### src/rtl/tl_get_fragment_sequencer.sv
// Splits oversized TileLink A-channel Gets into 2^MAX_FRAG_LG-byte fragments and replays the
// held request with an advancing address; all other requests pass straight through.
module tl_get_fragment_sequencer #(
   parameter int unsigned MAX_FRAG_LG = 3,
   parameter logic [2:0]  FRAG_OPCODE = 3'd4
) (
   input  logic        clock,
   input  logic        reset,
   output logic        in_ready,
   input  logic        in_valid,
   input  logic [2:0]  in_opcode,
   input  logic [2:0]  in_param,
   input  logic [2:0]  in_size,
   input  logic [6:0]  in_source,
   input  logic [11:0] in_address,
   input  logic [7:0]  in_mask,
   input  logic        in_corrupt,
   input  logic        out_ready,
   output logic        out_valid,
   output logic [2:0]  out_opcode,
   output logic [2:0]  out_param,
   output logic [2:0]  out_size,
   output logic [6:0]  out_source,
   output logic [11:0] out_address,
   output logic [7:0]  out_mask,
   output logic        out_corrupt,
   output logic [3:0]  out_frag_idx,
   output logic        out_frag_first,
   output logic        out_frag_last,
   output logic        busy
);

   typedef enum logic {StIdle, StBurst} state_e;

   localparam logic [2:0] FragSize = 3'(MAX_FRAG_LG);

   state_e      r_state;
   logic [3:0]  r_count;
   logic [3:0]  r_total_m1;
   logic [2:0]  r_opcode;
   logic [2:0]  r_param;
   logic [6:0]  r_source;
   logic [11:0] r_address;
   logic [7:0]  r_mask;
   logic        r_corrupt;

   logic        w_split;
   logic [2:0]  w_shift;
   logic [3:0]  w_total_m1;
   logic        w_count_last;

   assign w_split      = (in_opcode == FRAG_OPCODE) && (in_size > FragSize);
   assign w_shift      = in_size - FragSize;
   // total-1 = 2^shift - 1, built as a low-ones mask so 16 fragments still fit in 4 bits
   assign w_total_m1   = ~(4'hF << w_shift);
   assign w_count_last = (r_count == r_total_m1);

   always_ff @(posedge clock) begin
      if (reset) begin
         r_state <= StIdle;
         r_count <= 4'd0;
      end else begin
         unique case (r_state)
            StIdle: begin
               if (in_valid && out_ready && w_split) begin
                  r_state    <= StBurst;
                  r_count    <= 4'd1;
                  r_total_m1 <= w_total_m1;
                  r_opcode   <= in_opcode;
                  r_param    <= in_param;
                  r_source   <= in_source;
                  r_address  <= in_address;
                  r_mask     <= in_mask;
                  r_corrupt  <= in_corrupt;
               end
            end
            StBurst: begin
               if (out_ready) begin
                  if (w_count_last) begin
                     r_state <= StIdle;
                     r_count <= 4'd0;
                  end else begin
                     r_count <= r_count + 4'd1;
                  end
               end
            end
            default: begin
               r_state <= StIdle;
               r_count <= 4'd0;
            end
         endcase
      end
   end

   always_comb begin
      in_ready       = out_ready;
      out_valid      = in_valid;
      out_opcode     = in_opcode;
      out_param      = in_param;
      out_size       = w_split ? FragSize : in_size;
      out_source     = in_source;
      out_address    = in_address;
      out_mask       = in_mask;
      out_corrupt    = in_corrupt;
      out_frag_idx   = 4'd0;
      out_frag_first = 1'b1;
      out_frag_last  = !w_split;
      if (r_state == StBurst) begin
         in_ready       = 1'b0;
         out_valid      = 1'b1;
         out_opcode     = r_opcode;
         out_param      = r_param;
         out_size       = FragSize;
         out_source     = r_source;
         out_address    = r_address + (12'(r_count) << MAX_FRAG_LG);
         out_mask       = r_mask;
         out_corrupt    = r_corrupt;
         out_frag_idx   = r_count;
         out_frag_first = 1'b0;
         out_frag_last  = w_count_last;
      end
   end

   assign busy = (r_state == StBurst);

endmodule

### config.mk
export PLATFORM = sky130hd
export DESIGN_NAME = tl_get_fragment_sequencer
export DESIGN_NICKNAME = d
export VERILOG_FILES = /design/src/rtl/tl_get_fragment_sequencer.sv
export SDC_FILE = /design/constraint.sdc
export NUM_CORES = 1
export LEC_CHECK = 0
export ABC_AREA = 1
export BUFFER_PORTS_ARGS = -buffer_cell sky130_fd_sc_hd__buf_2
export CAP_MARGIN = 20
export CORE_MARGIN = 2
export CORE_UTILIZATION = 49
export DETAILED_ROUTE_END_ITERATION = 7
export GPL_ROUTABILITY_DRIVEN = 1
export PLACE_DENSITY = 0.79
export SLEW_MARGIN = 15
export SYNTH_ARGS = -nofsm -noshare
export SYNTH_HDL_FRONTEND = slang
export SYNTH_SLANG_ARGS = --single-unit
### constraint.sdc
create_clock -name clock -period 3.43 [get_ports clock]
set_input_delay 0.1715 -clock clock [delete_from_list [all_inputs] [get_ports clock]]
set_output_delay 0.1715 -clock clock [all_outputs]
set_load 0.01 [all_outputs]
* After elaboration in Yosys (flattened, before gate mapping)
Cells that the tools add are included.
Word-level totals: logic and storage cells 48, register bits after elaboration 43, output and inout bits 46, input port bits 41
Operators by class: equality and inequality tests 4, reduce and logical (&&, ||, !) cells 6, order comparisons 1, bitwise operators 3, multiplexer cells 21, add/subtract/negate cells 3, shift-type cells 1
Operators by type and width (count):
- $mux 4 | 4
- $add 12x7->12 | 1
- $mux 12 | 1
- $mux 3 | 4
- $mux 1 | 8
- $mux 8 | 1
- $pmux 4 s2 | 1
- $mux 7 | 1
- $add 4x1->4 const B | 1
- $eq 4x4->1 | 1
- $ne 2x2->1 const B | 2
- $not 4->4 | 1
- $shl 4x3->4 const A | 1
- $eq 3x3->1 const B | 1
- $gt 3x2->1 const B | 1
- $logic_and 1x1->1 | 3
- $reduce_and 3->1 | 1
- $sub 3x2->3 const B | 1
- $not 1->1 | 2
- $pmux 1 s2 | 1
- $reduce_and 2->1 | 1
- $logic_not 1->1 | 1

* Depth between registers and ports, before layout
depth after elaboration 5, depth in mapped cells 10, gate-level depth less buffers 10

* Worst setup path after synthesis
OpenSTA, ideal clock, no wires.
kind input-to-reg, start input port in_size[0], end register r_address[0], enable pin, arrival 2392 ps, slack 605 ps, path buffers 0, stages on the path 5, required time 2997 ps, library setup time 433 ps, cells stage by stage ha_1 > ha_1 > nor2_2 > nand3_2 > nor2_1
Between the ends: word-level cells in the longest chain between the ends 4
Ends and longest elaborated chain:
- start: declaration | line 13 | input logic [2:0] in_size,
- $gt 3x2->1 | line 52 | assign w_split = (in_opcode == FRAG_OPCODE) && (in_size > FragSize);
- $logic_and 1x1->1 | line 52
- $logic_and 1x1->1 | line 65 | if (in_valid && out_ready && w_split) begin
- $reduce_and 3->1 (no source line)
- end signal: assignment | line 72 | r_address <= in_address;
- end: declaration | line 43 | logic [11:0] r_address;
Every way passes these cells. A chain may end at the register's enable or synchronous reset.

* Worst setup path after layout
start register r_count[0], end output port out_address[9]
Between the ends: word-level cells in the longest chain between the ends 2
Ends and longest elaborated chain:
- start: declaration | line 38 | logic [3:0] r_count;
- start signal: assignment | line 83 | r_count <= r_count + 4'd1;
- $add 12x7->12 | line 115 | out_address = r_address + (12'(r_count) << MAX_FRAG_LG);
- $mux 12 | line 108 | if (r_state == StBurst) begin
- end: declaration | line 24 | output logic [11:0] out_address,
Every way passes these cells.

==> flow_metrics.env <==
export IMPL_finalHoldWorstSlack_ns=0.06874
export IMPL_synth_yosys_warnings=0
export IMPL_fin_tns_setup_ns=0
export IMPL_max_cap_violations=0
export IMPL_irDropWorstVdd_uv=306.4
export IMPL_yosysUniqueCellTypes=30
export IMPL_port_buffer_count=86
export IMPL_hold_viol_final=0
export IMPL_drt_antenna_violating_nets=0
export IMPL_insertedDiodeCount=0
export IMPL_floorplan_die_area_um2=5398
export IMPL_path_delay_family="adder cells"
export IMPL_die_h_um=73.47
export IMPL_worstPathRequired_ns=3.26
export IMPL_worst_tran_pin_value_ns=1.022
export IMPL_synthTopCellsByArea="sky130_fd_sc_hd__edfxtp_1 (48%), sky130_fd_sc_hd__nand2_1 (22%), sky130_fd_sc_hd__ha_1 (4.8%)"
export IMPL_worst_ep_arrival_time_ns=2.17
export IMPL_cts_repair_resize_count=0
export IMPL_antenna_found_initial=0
export IMPL_clock_root_buffer="sky130_fd_sc_hd__clkbuf_8"
export IMPL_grt_setup_unrepaired="false"
export IMPL_clock_skew_final_ns=0.003741
export IMPL_gr_ovfl_total=0
export IMPL_critical_path_endpoint_type="output port"
export IMPL_mappedNetlistArea_um2=2365
export IMPL_initial_util=0.5040
export IMPL_clock_path_buffers=2
export IMPL_tritoncts="built"
export IMPL_hold_path_class="in2reg"
export IMPL_critical_path_cell_chain="ha_1 -> inv_1 -> fa_1 -> o21ai_2 -> nand2_1 -> nand2_1 -> nand2_1 -> o21ai_1 -> buf_2"
export IMPL_setup_violations_final=0
export IMPL_fp_row_count=25
export IMPL_areaGrowthSynthToFinish_pct=23.44
export IMPL_timing_setup_critical_path_class="reg2out"
export IMPL_worst_setup_path_start_kind="register"
export IMPL_clkLatencyLatePin_ns=0.29
export IMPL_gp_routability_congestion=0.8491
export IMPL_post_cts_setup_buffer_count=0
export IMPL_critPathMostFrequentCell="sky130_fd_sc_hd__nand2_1"
export IMPL_cp_max_fo=7
export IMPL_power_density_nw_per_um2=344.3
export IMPL_clkSlewWorstSetupHoldPaths_ns=0.08
export IMPL_period_needed_ns=2.343
export IMPL_drt_pass1_iter_count=5
export IMPL_dr_total_vias=2035
export IMPL_syn_nets=337
export IMPL_drc=0
export IMPL_nNetsFinal=423
export IMPL_grt_util_all_layers=0.1908
export IMPL_cellLeakagePower_nw=1.484
export IMPL_final_wirelength_mm=4.865
export IMPL_wl_per_cell_um=11.39
export IMPL_grt_pass1_vias=1840
export IMPL_hpwlAfterDp_mm=3.550
export IMPL_final_layout_size_suffix_gt1_frac=0.2949
export IMPL_die_w_um=73.47
export IMPL_crit_path_top_delay_cell="sky130_fd_sc_hd__dfxtp_1"
export IMPL_syn_area_per_cell_um2=8.268
export IMPL_htree_num_levels=2
export IMPL_period_share=0.6831
export IMPL_core_area_um2=4692
export IMPL_number_of_buffers_added_to_fix_hold_violations_after_cts=0
export IMPL_routed_via_density=4.766
export IMPL_yosys_area_top_type_share=0.4825
export IMPL_timing_fmax_mhz=426.8
export IMPL_report_final_slew_viol_count=0
export IMPL_post_synth_inst_count=286
export IMPL_worstPathBufferInverterCount=2
export IMPL_drt_iter0_markers=169
export IMPL_grt_start_max_net_pins=43
export IMPL_run_status="completed"
export IMPL_ios=87
export IMPL_synth_sequential_area_ratio=0.5249
export IMPL_synth_largest_area_cell="sky130_fd_sc_hd__edfxtp_1"
export IMPL_numCtsBuffers=5
export IMPL_postSynthRegisterBits=43
export IMPL_grt_pass1_wl_mm=7.879
export IMPL_max_stage_delay_ns=0.46
export IMPL_cts_sinks=43
export IMPL_max_slew_margin=0.3169
==> kinds of logic (layout without fill, tap and decap cells) <==
group	Yosys count	after routing	synth area share
buf+inv	39	126	0.06771
compound gates	16	16	0.03757
flops	43	43	0.5249
xor+xnor	2	2	0.007409
simple gates	176	176	0.3064
fa+ha+maj	10	10	0.05609
==> state kept, by name, summed over array words and instances (netlist names) <==
name        count
r_address      12
busy            1
r_param         3
r_opcode        3
r_source        7
r_corrupt       1
r_mask          8
r_total_m1      4
r_count         4
==> path summary, 6_finish.rpt <==
| check | startpoint | cells after the start | end | slack (ns) |
|---|---|---|---|---|
| worst min-delay path | in_mask[1] | 1 | r_mask[1]$_DFFE_PP_ | 0.07 |
| worst min register to register | r_count[3]$_SDFFE_PP0P_ | 4 | r_count[3]$_SDFFE_PP0P_ | 0.62 |
| worst max-delay path | r_count[0]$_SDFFE_PP0P_ | 9 | out_address[9] | 1.09 |
| worst max register to register | busy$_SDFF_PP0_ | 6 | r_count[0]$_SDFFE_PP0P_ | 1.58 |
==> Yosys cell counts (all sizes together) <==
master and n:
nand3b 3, xor2 1, o21ai 8, clkbuf 1, edfxtp 38, clkinv 1
or2 4, ha 9, nand2 138, nand3 13, buf 7, nor2 16
inv 30, a21oi 7, dfxtp 5, xnor2 1, a31oi 1, nor3 1
nand4 1, fa 1
==> worst reg2reg max path, cell delays in order (launching register included) <==
cell and delay, ns:
sky130_fd_sc_hd__dfxtp_1 0.34, sky130_fd_sc_hd__buf_4 0.38, sky130_fd_sc_hd__inv_2 0.41, sky130_fd_sc_hd__a21oi_2 0.28
sky130_fd_sc_hd__nand2_2 0.13, sky130_fd_sc_hd__a21oi_1 0.16, sky130_fd_sc_hd__nor2_1 0.05
==> power breakdown <==
part | total (mW) | internal, mW | switching [mW] | leakage (nW)
sequential | 0.574 | 0.572 | 0.00192 | 0.383
combinational | 0.125 | 0.0553 | 0.0697 | 1.06
clock | 0.306 | 0.142 | 0.164 | 0.0412
total | 1.00 | 0.769 | 0.236 | 1.48
==> per-layer routing <==
metal / GRT usage / share of wire / wire [um] / vias up
li1: - / - / - / 1076
met1: 0.2498 / 0.44 / 2136 / 895
met2: 0.3065 / 0.49 / 2373 / 62
met3: 0.05898 / 0.068 / 329 / 2
met4: 0.05455 / 0.0051 / 25 / 0
met5: 0 / 0 / 0 / -
==> cells in the final DEF (no fill, tap or decap), types with 2 or more instances in the layout <==
cell type and instances:
sky130_fd_sc_hd__nand2_1 136, sky130_fd_sc_hd__buf_2 86, sky130_fd_sc_hd__edfxtp_1 38, sky130_fd_sc_hd__inv_1 26, sky130_fd_sc_hd__nor2_1 12, sky130_fd_sc_hd__nand3_1 12, sky130_fd_sc_hd__ha_1 9, sky130_fd_sc_hd__a21oi_1 6
sky130_fd_sc_hd__o21ai_1 6, sky130_fd_sc_hd__dfxtp_1 5, sky130_fd_sc_hd__clkbuf_8 5, sky130_fd_sc_hd__inv_2 4, sky130_fd_sc_hd__or2_2 3, sky130_fd_sc_hd__nand3b_1 3, sky130_fd_sc_hd__nor2_2 2, sky130_fd_sc_hd__nand2_2 2
sky130_fd_sc_hd__nor2_4 2
==> area by class of cell <==
class	instances	area, um^2
clock buffers	6	72.57
flip-flops and latches	43	1241
clock inverters	2	12.51
repair buffers	87	437.9
multi-input cells	204	970.9
well taps	54	67.56
inverters	31	116.4
fillers	411	1773
==> metrics by stage <==
step / area [um^2] / power [mW] / utilization / worst slack (ns) / cells
6_report: 2919 / 1.005 / 0.6221 / 1.087 / 427
5_1_grt: 2919 / 1.054 / 0.6221 / 0.8765 / 427
4_1_cts: 2919 / 1.016 / 0.6221 / 1.095 / 427
3_5_place_dp: 2834 / 0.7116 / 0.6040 / 1.256 / 419
3_3_place_gp: 2834 / 0.7097 / 0.6040 / 1.302 / 419
2_1_floorplan: 2365 / 0.6483 / - / 0.6050 / 286
Note: power is estimated with default switching activity, not from simulation.
